### config.mk
export PLATFORM = sky130hd
export DESIGN_NAME = ifetch_ctrl
export DESIGN_NICKNAME = d
export VERILOG_FILES = /design/src/rtl/ifetch_ctrl.sv
export SDC_FILE = /design/constraint.sdc
export NUM_CORES = 1
export LEC_CHECK = 0
export BUFFER_PORTS_ARGS = -buffer_cell sky130_fd_sc_hd__clkbuf_2
export CAP_MARGIN = 20
export CELL_PAD_IN_SITES_DETAIL_PLACEMENT = 0
export CELL_PAD_IN_SITES_GLOBAL_PLACEMENT = 2
export CORE_ASPECT_RATIO = 1.25
export CORE_MARGIN = 3
export CORE_UTILIZATION = 37
export DETAILED_ROUTE_END_ITERATION = 8
export PLACE_DENSITY = 0.95
export SETUP_SLACK_MARGIN = 0.02
export SKIP_LAST_GASP = 1
export SYNTH_ARGS = -nofsm -noshare
export SYNTH_HDL_FRONTEND = slang
export SYNTH_SLANG_ARGS = --single-unit
### constraint.sdc
create_clock -name clk -period 36.4 [get_ports clk]
set_input_delay 7.28 -clock clk [delete_from_list [all_inputs] [get_ports clk]]
set_output_delay 7.28 -clock clk [all_outputs]
set_load 0.02 [all_outputs]
### src/rtl/ifetch_ctrl.sv
// Instruction fetch controller: walks a fetch PC through instruction memory,
// buffers fetched words in a two-entry queue for decode, and handles
// redirects (including a sticky fault on misaligned redirect targets).
module ifetch_ctrl #(
  parameter logic [63:0] RESET_PC = 64'h0
) (
  input  logic        clk,
  input  logic        rst,
  input  logic        start,
  output logic [63:0] imem_pc,
  input  logic [31:0] imem_instr,
  output logic        if_valid,
  output logic [31:0] if_instr,
  output logic [63:0] if_pc,
  input  logic        id_ready,
  input  logic        redirect_valid,
  input  logic [63:0] redirect_pc,
  output logic        fault,
  output logic [63:0] fault_pc,
  output logic [31:0] retired_cnt
);

  typedef enum logic [1:0] {
    IDLE  = 2'd0,
    FETCH = 2'd1,
    FAULT = 2'd2
  } state_t;

  state_t      state_q, state_d;
  logic [63:0] fetchPc_q, fetchPc_d;
  logic [63:0] pc0_q, pc0_d;
  logic [31:0] instr0_q, instr0_d;
  logic [63:0] pc1_q, pc1_d;
  logic [31:0] instr1_q, instr1_d;
  logic [1:0]  count_q, count_d;
  logic        fault_q, fault_d;
  logic [63:0] faultPc_q, faultPc_d;
  logic [31:0] retiredCnt_q, retiredCnt_d;

  logic        handshake;
  logic        redirectMisaligned;
  logic        popEn;
  logic        pushEn;
  logic [1:0]  countAfterPop;

  // Entry 0 is always the queue head, so decode sees registered data only.
  assign imem_pc     = fetchPc_q;
  assign if_valid    = (count_q != 2'd0);
  assign if_instr    = instr0_q;
  assign if_pc       = pc0_q;
  assign fault       = fault_q;
  assign fault_pc    = faultPc_q;
  assign retired_cnt = retiredCnt_q;

  // Next-state logic: redirects win over queue traffic; a handshake in the
  // same cycle as a redirect still counts even though its entry is flushed.
  always_comb begin
    state_d       = state_q;
    fetchPc_d     = fetchPc_q;
    pc0_d         = pc0_q;
    instr0_d      = instr0_q;
    pc1_d         = pc1_q;
    instr1_d      = instr1_q;
    count_d       = count_q;
    fault_d       = fault_q;
    faultPc_d     = faultPc_q;
    retiredCnt_d  = retiredCnt_q;
    popEn         = 1'b0;
    pushEn        = 1'b0;
    countAfterPop = count_q;

    handshake          = (state_q != FAULT) && (count_q != 2'd0) && id_ready;
    redirectMisaligned = (redirect_pc[1:0] != 2'b00);

    if (handshake) begin
      retiredCnt_d = retiredCnt_q + 32'd1;
    end

    case (state_q)
      IDLE: begin
        if (redirect_valid) begin
          count_d = 2'd0;
          if (redirectMisaligned) begin
            state_d   = FAULT;
            fault_d   = 1'b1;
            faultPc_d = redirect_pc;
          end else begin
            fetchPc_d = redirect_pc;
            if (start) begin
              state_d = FETCH;
            end
          end
        end else if (start) begin
          state_d = FETCH;
        end
      end

      FETCH: begin
        if (redirect_valid) begin
          count_d = 2'd0;
          if (redirectMisaligned) begin
            state_d   = FAULT;
            fault_d   = 1'b1;
            faultPc_d = redirect_pc;
          end else begin
            fetchPc_d = redirect_pc;
          end
        end else begin
          popEn         = handshake;
          countAfterPop = count_q - {1'b0, popEn};
          pushEn        = (count_q != 2'd2) || popEn;
          if (popEn) begin
            pc0_d    = pc1_q;
            instr0_d = instr1_q;
          end
          if (pushEn) begin
            if (countAfterPop == 2'd0) begin
              pc0_d    = fetchPc_q;
              instr0_d = imem_instr;
            end else begin
              pc1_d    = fetchPc_q;
              instr1_d = imem_instr;
            end
            fetchPc_d = fetchPc_q + 64'd4;
          end
          count_d = countAfterPop + {1'b0, pushEn};
        end
      end

      FAULT: begin
        count_d = 2'd0;
      end

      default: begin
        state_d = IDLE;
        count_d = 2'd0;
      end
    endcase
  end

  // State and datapath registers, cleared asynchronously on reset.
  always_ff @(posedge clk or posedge rst) begin
    if (rst) begin
      state_q      <= IDLE;
      fetchPc_q    <= RESET_PC;
      pc0_q        <= 64'h0;
      instr0_q     <= 32'h0;
      pc1_q        <= 64'h0;
      instr1_q     <= 32'h0;
      count_q      <= 2'd0;
      fault_q      <= 1'b0;
      faultPc_q    <= 64'h0;
      retiredCnt_q <= 32'h0;
    end else begin
      state_q      <= state_d;
      fetchPc_q    <= fetchPc_d;
      pc0_q        <= pc0_d;
      instr0_q     <= instr0_d;
      pc1_q        <= pc1_d;
      instr1_q     <= instr1_d;
      count_q      <= count_d;
      fault_q      <= fault_d;
      faultPc_q    <= faultPc_d;
      retiredCnt_q <= retiredCnt_d;
    end
  end

endmodule
==> impl_metrics.tcl, run 1 <==
set metrics [dict create \
    instances_no_fill 2433 \
    vdd_ir_drop_max_mv 0.0520 \
    die-width_microns 193 \
    synth-simple-area-share_pct 17.1 \
    clock-root-buffer "clkbuf_16" \
    cap_violations 0 \
    worstHoldPathCells 1 \
    slew_headroom_pct 24.9 \
    end_kind "register" \
    h-tree-depth 2 \
    setup_viol 0 \
    crit_fanout 75 \
    antenna_found_initial 0 \
    post-route-util_pct 46.4 \
    area_growth_pct 22.5 \
    wl_per_cell_microns 22.4 \
    grt_pass1_vias 13900 \
    seq_area_sq_mm 0.00893 \
    synth-async-reset-ratio_pct 100 \
    clock_latency_ps 530 \
    whs_endpoint "retired_cnt[31]$_DFFE_PP0N_" \
    grt-ovfl-total 0 \
    drv_slew 0 \
    hold_start "retired_cnt[31]$_DFFE_PP0N_" \
    cts_resized 0 \
    num_rows 84 \
    rr_endpoint "if_instr[5]$_DFFE_PP0P_" \
    cts_buffers 40 \
    syn_avg_cell_area_sq_um 10.4 \
    period_needed_ps 9830 \
    dp.cells 2365 \
    synth_area_sq_mm 0.0161 \
    ys_warn_count 0 \
    critPathKind "input pin to register" \
    grt_usage_pct 23.0 \
    hpwl_microns 35400 \
    synth_top_family_by_area "simple AND/OR/NAND/NOR gates" \
    power_density_mw_per_mm2 87.1 \
    numPortBuffers 358 \
    grt_pass1_wl_microns 82900 \
    p_total_mw 1.72 \
    rr_startpoint "state_q[0]$_DFFE_PP0P_" \
    ys.flop_type "dfrtp_1" \
    crit_chain "clkbuf_2, nand3_1, inv_1, ha_1, xor2_1, nor2_1, nand2_4, a21oi_4, buf_4, a2bb2oi_1" \
    cp-start-kind "input pin" \
    synth-xor-area-share_pct 1.85 \
    die-area_sq_mm 0.0461 \
    synth_compound_area_share_pct 15.1 \
    antenna-diode-count 0 \
    synth.distinct_cells 61 \
    finalSetupTns_ps 0 \
    syn-num-nets 1653 \
    synth_edf_count 0 \
    nNetsFinal 1953 \
    hold_viol 0 \
    cts_tree "built" \
    worstPathArrival_ps 10280 \
    critical-path-slowest-cell "buf_4" \
    first_pass_iters 7 \
    cts.clk_slew.worst_paths_ps 60 \
    coreArea_sq_mm 0.0426 \
    rr_worst_depth 10 \
    mostFrequentLayoutCells "358 x clkbuf_2, 357 x dfrtp_1, 280 x nand2_1" \
    max_stage_delay_ps 900 \
    worst_pin_slew_ps 1130 \
    drc 0 \
    synthAdderAreaFrac_pct 0.311 \
    post-route-period-util_pct 27.0 \
    ant_nets 0 \
    syn_inst 1548 \
    fin_skew_ps 10.9 \
    rsz0062_at_grt "false" \
    r2r_slack_ps 32650 \
    fmax_mhz 102 \
    run_status "finished clean" \
    layout_commonest_cell "clkbuf_2" \
    initial_core_util_pct 37.9 \
    fp.dieH_microns 239 \
    multi_input_area_sq_mm 0.00671 \
    fillers 4071 \
    cts_setup_buffers 0 \
    cts_sinks 357 \
    initialDrtViolationCount 842 \
    hold_buffers 0 \
    min_path_type "register to register" \
    grt_max_degree 170 \
    seq_area_frac_synth_pct 55.4 \
    cts_buffer_depth 3 \
    num_vias 13800 \
    gp_congestion 0.818 \
    routed_via_density 5.68 \
    p_leak_nw 9.49 \
    ioPinCount 359 \
    synthMuxAreaShare_pct 6.92 \
    ys_ff_latch 357 \
    routed_wl_microns 54400 \
    required_ps 36840 \
    drive_above_1_share_pct 29.9 \
]
-- worst max path at each step --
stage	to	start	slack [ps]	cells after the start
2_1_floorplan	count_q[0]$_DFFE_PP0P_	rst	19210	1
3_3_place_gp	if_instr[25]$_DFFE_PP0P_	id_ready	26130	10
3_5_place_dp	if_pc[45]$_DFFE_PP0P_	id_ready	26000	10
4_1_cts	if_instr[5]$_DFFE_PP0P_	id_ready	26550	10
5_1_grt	if_pc[51]$_DFFE_PP0P_	id_ready	26290	10
6_report	if_instr[5]$_DFFE_PP0P_	id_ready	26570	10
-- logic make-up after synthesis --
family,after synthesis
compound gates,336
xor+xnor,34
fa+ha+maj,4
buf+inv,140
flops,357
mux,100
simple gates,577
-- metal layers --
| layer | share of wire (%) | global-route usage, % |
|---|---|---|
| met4 | 2.3 | 6.40 |
| met3 | 6.6 | 4.60 |
| met5 | 0 | 0 |
| met1 | 43 | 30.8 |
| met2 | 48 | 38.1 |
-- synth_stat cells, types with 3 or more instances --
cell         n  area [sq um]
dfrtp_1    357          8930
nand2_1    282          1060
clkbuf_1   112           420
o22ai_1    106           663
a2bb2oi_1   96           841
mux2_2      91          1020
nor2_1      54           203
nand3_1     51           255
nand4_1     37           231
o21ai_0     29           145
a21oi_1     27           135
nor3_1      26           130
xnor2_1     23           201
nor4_1      22           138
or4_1       18           135
and2_1      16           100
and3_1      16           100
inv_1       16          60.1
or3_1       16           100
o211ai_1    14           105
a22oi_1     13          97.6
xor2_1      11          96.3
a221o_1     10           100
mux2i_1      9          90.1
and4_1       8          70.1
buf_2        8          40.0
or2_2        7          43.8
a211oi_1     5          37.5
nand2b_1     5          31.3
nor3b_1      5          37.5
a221oi_1     4          35.0
buf_1        4          15.0
ha_1         4          50.1
a21o_1       3          22.5
nor4b_1      3          26.3
o311ai_0     3          26.3
o31ai_1      3          22.5
-- stage by stage --
| stage | hold slack [ps] | worst slack, ps | area [sq um] |
|---|---|---|---|
| finish | 473 | 26570 | 19700 |
| global route | 495 | 26290 | 19700 |
| global placement | 454 | 26130 | 18400 |
| CTS | 476 | 26550 | 19700 |
| detailed placement | 456 | 26000 | 18400 |
| floorplan | 451 | 19210 | 16100 |
-- flip-flops by register name, indices dropped and copies added (netlist names) --
| name | cells |
|---|---|
| state_q | 2 |
| if_pc | 64 |
| count_q | 2 |
| pc1_q | 64 |
| retired_cnt | 32 |
| fault_pc | 64 |
| if_instr | 32 |
| instr1_q | 32 |
| imem_pc | 64 |
| fault | 1 |
-- area by class of cell --
class                   count  share of cell area, %
clock buffers              50                   5.57
clock inverters            18                   1.14
inverters                  16                  0.342
multi-input cells        1051                   34.0
flip-flops and latches    357                   45.2
well taps                 559                   3.54
repair buffers            382                   10.2
-- power breakdown --
part	switching, mW	internal [mW]	total, mW
registers	0.159	0.544	0.703
logic	0.374	0.228	0.602
clock network	0.166	0.249	0.415
-- critical path: cells and delay by family --
kind	cells	cell delay (ps)
fa+ha+maj	1	240
simple gates	3	570
xor+xnor	1	150
buf+inv	3	1200
compound gates	2	780
(Power assumes the default switching activity.)
==> inputs of run 2 (changes only) <==
--- a/config.mk
+++ b/config.mk
@@ -5,15 +5,16 @@
 export SDC_FILE = /design/constraint.sdc
 export NUM_CORES = 1
 export LEC_CHECK = 0
+export ABC_AREA = 1
 export BUFFER_PORTS_ARGS = -buffer_cell sky130_fd_sc_hd__clkbuf_2
 export CAP_MARGIN = 20
 export CELL_PAD_IN_SITES_DETAIL_PLACEMENT = 0
 export CELL_PAD_IN_SITES_GLOBAL_PLACEMENT = 2
 export CORE_ASPECT_RATIO = 1.25
 export CORE_MARGIN = 3
-export CORE_UTILIZATION = 37
+export CORE_UTILIZATION = 32
 export DETAILED_ROUTE_END_ITERATION = 8
-export PLACE_DENSITY = 0.95
+export PLACE_DENSITY = 0.9
 export SETUP_SLACK_MARGIN = 0.02
 export SKIP_LAST_GASP = 1
 export SYNTH_ARGS = -nofsm -noshare
==> constraint.sdc (replaced) <==
create_clock -name clk -period 10.3 [get_ports clk]
set_input_delay 2.06 -clock clk [delete_from_list [all_inputs] [get_ports clk]]
set_output_delay 2.06 -clock clk [all_outputs]
set_load 0.02 [all_outputs]
==> impl_metrics.tcl, run 2 <==
set metrics [dict create \
    power_density_mw_per_mm2 151 \
    h-tree-depth 2 \
    cts_setup_buffers 0 \
    seq_area_frac_synth_pct 49.8 \
    ioPinCount 359 \
    critical-path-slowest-cell "buf_4" \
    grt_max_degree 161 \
    numPortBuffers 358 \
    initial_core_util_pct 32.5 \
    grt-ovfl-total 0 \
    crit_fanout 119 \
    ys_warn_count 0 \
    cts_buffer_depth 3 \
    run_status "finished clean" \
    num_vias 17200 \
    antenna-diode-count 0 \
    initialDrtViolationCount 1531 \
    synthTopCellsByCount "576 x nand2_1, 357 x dfrtp_1, 257 x o21ai_0" \
    worst_pin_slew_ps 1080 \
    synth_compound_area_share_pct 17.0 \
    synthMuxAreaShare_pct 2.20 \
    layout_commonest_cell "nand2_1" \
    crit_chain "clkbuf_2, nand3_4, inv_1, ha_1, xor2_1, nor2_4, nand3b_4, buf_4, mux2_1" \
    die-area_sq_mm 0.0590 \
    synth_top_area_share_pct 49.8 \
    area_growth_pct 20.6 \
    grt_pass1_wl_microns 104000 \
    synth.distinct_cells 40 \
    drive_above_1_share_pct 19.1 \
    comb_power_share_pct 7.7 \
    drv_slew 0 \
    design_area_sq_mm 0.0217 \
    internal-power_mw 2.44 \
    cts.clk_slew.worst_paths_ps 60 \
    syn_inst 2269 \
    routed_wl_microns 68400 \
    synthAdderAreaFrac_pct 0.279 \
    worstPathArrival_ps 5770 \
    syn_avg_cell_area_sq_um 7.91 \
    ys.flop_type "dfrtp_1" \
    cts_sinks 357 \
    vdd_ir_drop_max_mv 0.0979 \
    grt_usage_pct 22.8 \
    required_ps 10740 \
    rsz0062_at_grt "false" \
    slew_headroom_pct 28.2 \
    synth_area_leaders "dfrtp_1 50%, nand2_1 12%, o21ai_0 7.2%, a21oi_1 4.8%, nand3_1 4.2%" \
    hpwl_microns 48900 \
    fin_skew_ps 13.6 \
    fin_ws_ps 4970 \
    num_rows 96 \
    gp_congestion 0.921 \
    path_buf_inv 3 \
    synth-xor-area-share_pct 1.81 \
    critPathKind "input pin to register" \
    placed_area_sq_mm 0.0202 \
    crit_family "buffers and inverters" \
    min_path_type "register to register" \
    cp-start-kind "input pin" \
    synth_top_family_by_area "simple AND/OR/NAND/NOR gates" \
    clock_latency_ps 570 \
    seqPwrFrac_pct 45.8 \
    cap_violations 0 \
    ant_nets 0 \
    synth_edf_count 0 \
    setup_viol 0 \
    end_kind "register" \
    first_pass_iters 5 \
    yosysMostFrequentCell "nand2_1" \
    hold_viol 0 \
    syn-num-nets 2374 \
    cts_resized 0 \
    switchingPower_uw 837 \
    synth-simple-area-share_pct 22.4 \
    antenna_found_initial 1 \
    mostFrequentLayoutCells "576 x nand2_1, 358 x clkbuf_2, 357 x dfrtp_1" \
    post-route-period-util_pct 51.7 \
    cts_tree "built" \
    nNetsFinal 2655 \
    synth-async-reset-ratio_pct 100 \
    post-route-util_pct 39.2 \
    yosysTopAreaCell "dfrtp_1" \
    place_ws_ps 4390 \
    fmax_mhz 188 \
    ys_ff_latch 357 \
    max_stage_delay_ps 880 \
    die-width_microns 218 \
    cts_buffers 41 \
    clkPwrFrac_pct 46.5 \
    p_leak_nw 10.9 \
    hold_buffers 0 \
    drc 0 \
    coreArea_sq_mm 0.0553 \
    synth_area_sq_mm 0.0180 \
    period_needed_ps 5330 \
    sw_frac_of_total_pct 25.5 \
    fp.dieH_microns 271 \
    clock-root-buffer "clkbuf_16" \
    wl_per_cell_microns 20.6 \
    routed_via_density 5.19 \
    finalSetupTns_ps 0 \
    grt_pass1_vias 16900 \
]
-- run 2: routing by layer --
layer / up-vias / part of all wire (%) / global-route usage (%)
met4: 0 / 3.8 / 8.31
met3: 121 / 6.3 / 3.82
met1: 8344 / 44 / 31.0
li1: 8146 / - / -
met5: - / 0 / 0
met2: 589 / 46 / 36.7
-- run 2: cells by family after synthesis --
kind of cell	Yosys count
AOI/OAI and AO/OA	570
xor gates and xnor gates	37
adders and majority gates	4
buffers and inverters	292
DFF	357
muxes	35
and+or+nand+nor	974
-- run 2: per-stage QoR --
stage	hold slack, ps	cells	total power [mW]
6_report	470	3315	3.28
5_1_grt	488	3315	3.41
3_3_place_gp	454	3241	1.77
2_1_floorplan	448	2269	1.65
4_1_cts	475	3314	3.32
3_5_place_dp	460	3241	1.78
-- run 2: final timing paths --
| check | start | to | slack (ps) | depth (start not counted) |
|---|---|---|---|---|
| min in group asynchronous | rst | if_instr[30]$_DFFE_PP0P_ | 1700 | 3 |
| setup / recovery | id_ready | pc1_q[39]$_DFFE_PP0P_ | 4970 | 9 |
| hold / removal | fault_pc[5]$_DFFE_PP0P_ | fault_pc[5]$_DFFE_PP0P_ | 470 | 2 |
| setup reg to reg | state_q[1]$_DFFE_PP0P_ | pc1_q[39]$_DFFE_PP0P_ | 5840 | 9 |
| hold reg to reg | fault_pc[5]$_DFFE_PP0P_ | fault_pc[5]$_DFFE_PP0P_ | 470 | 2 |
| max in group asynchronous | rst | if_pc[30]$_DFFE_PP0P_ | 7040 | 4 |
-- run 2: tightest hold or removal path: cells and delay by family, from the launching register on --
family / cells / cell delay (ps)
DFF: 1 / 340
and+or+nand+nor: 2 / 90
-- run 2: power groups by stage --
stage	Clock [mW]	Combinational, mW	Sequential, mW
detailed placement	0	0.253	1.52
finish	1.52	0.252	1.50
CTS	1.57	0.254	1.50
global route	1.62	0.283	1.51
global placement	0	0.250	1.52
floorplan	0	0.116	1.54
-- run 2: layout make-up --
| class | count | area [sq um] |
|---|---|---|
| Clock buffer | 60 | 1210 |
| Sequential cell | 357 | 8930 |
| Fill cell | 5852 | 33600 |
| Timing Repair Buffer | 381 | 2000 |
| Clock inverter | 13 | 171 |
| Inverter | 149 | 563 |
| Tap cell | 735 | 920 |
| Multi-Input combinational cell | 1620 | 7860 |
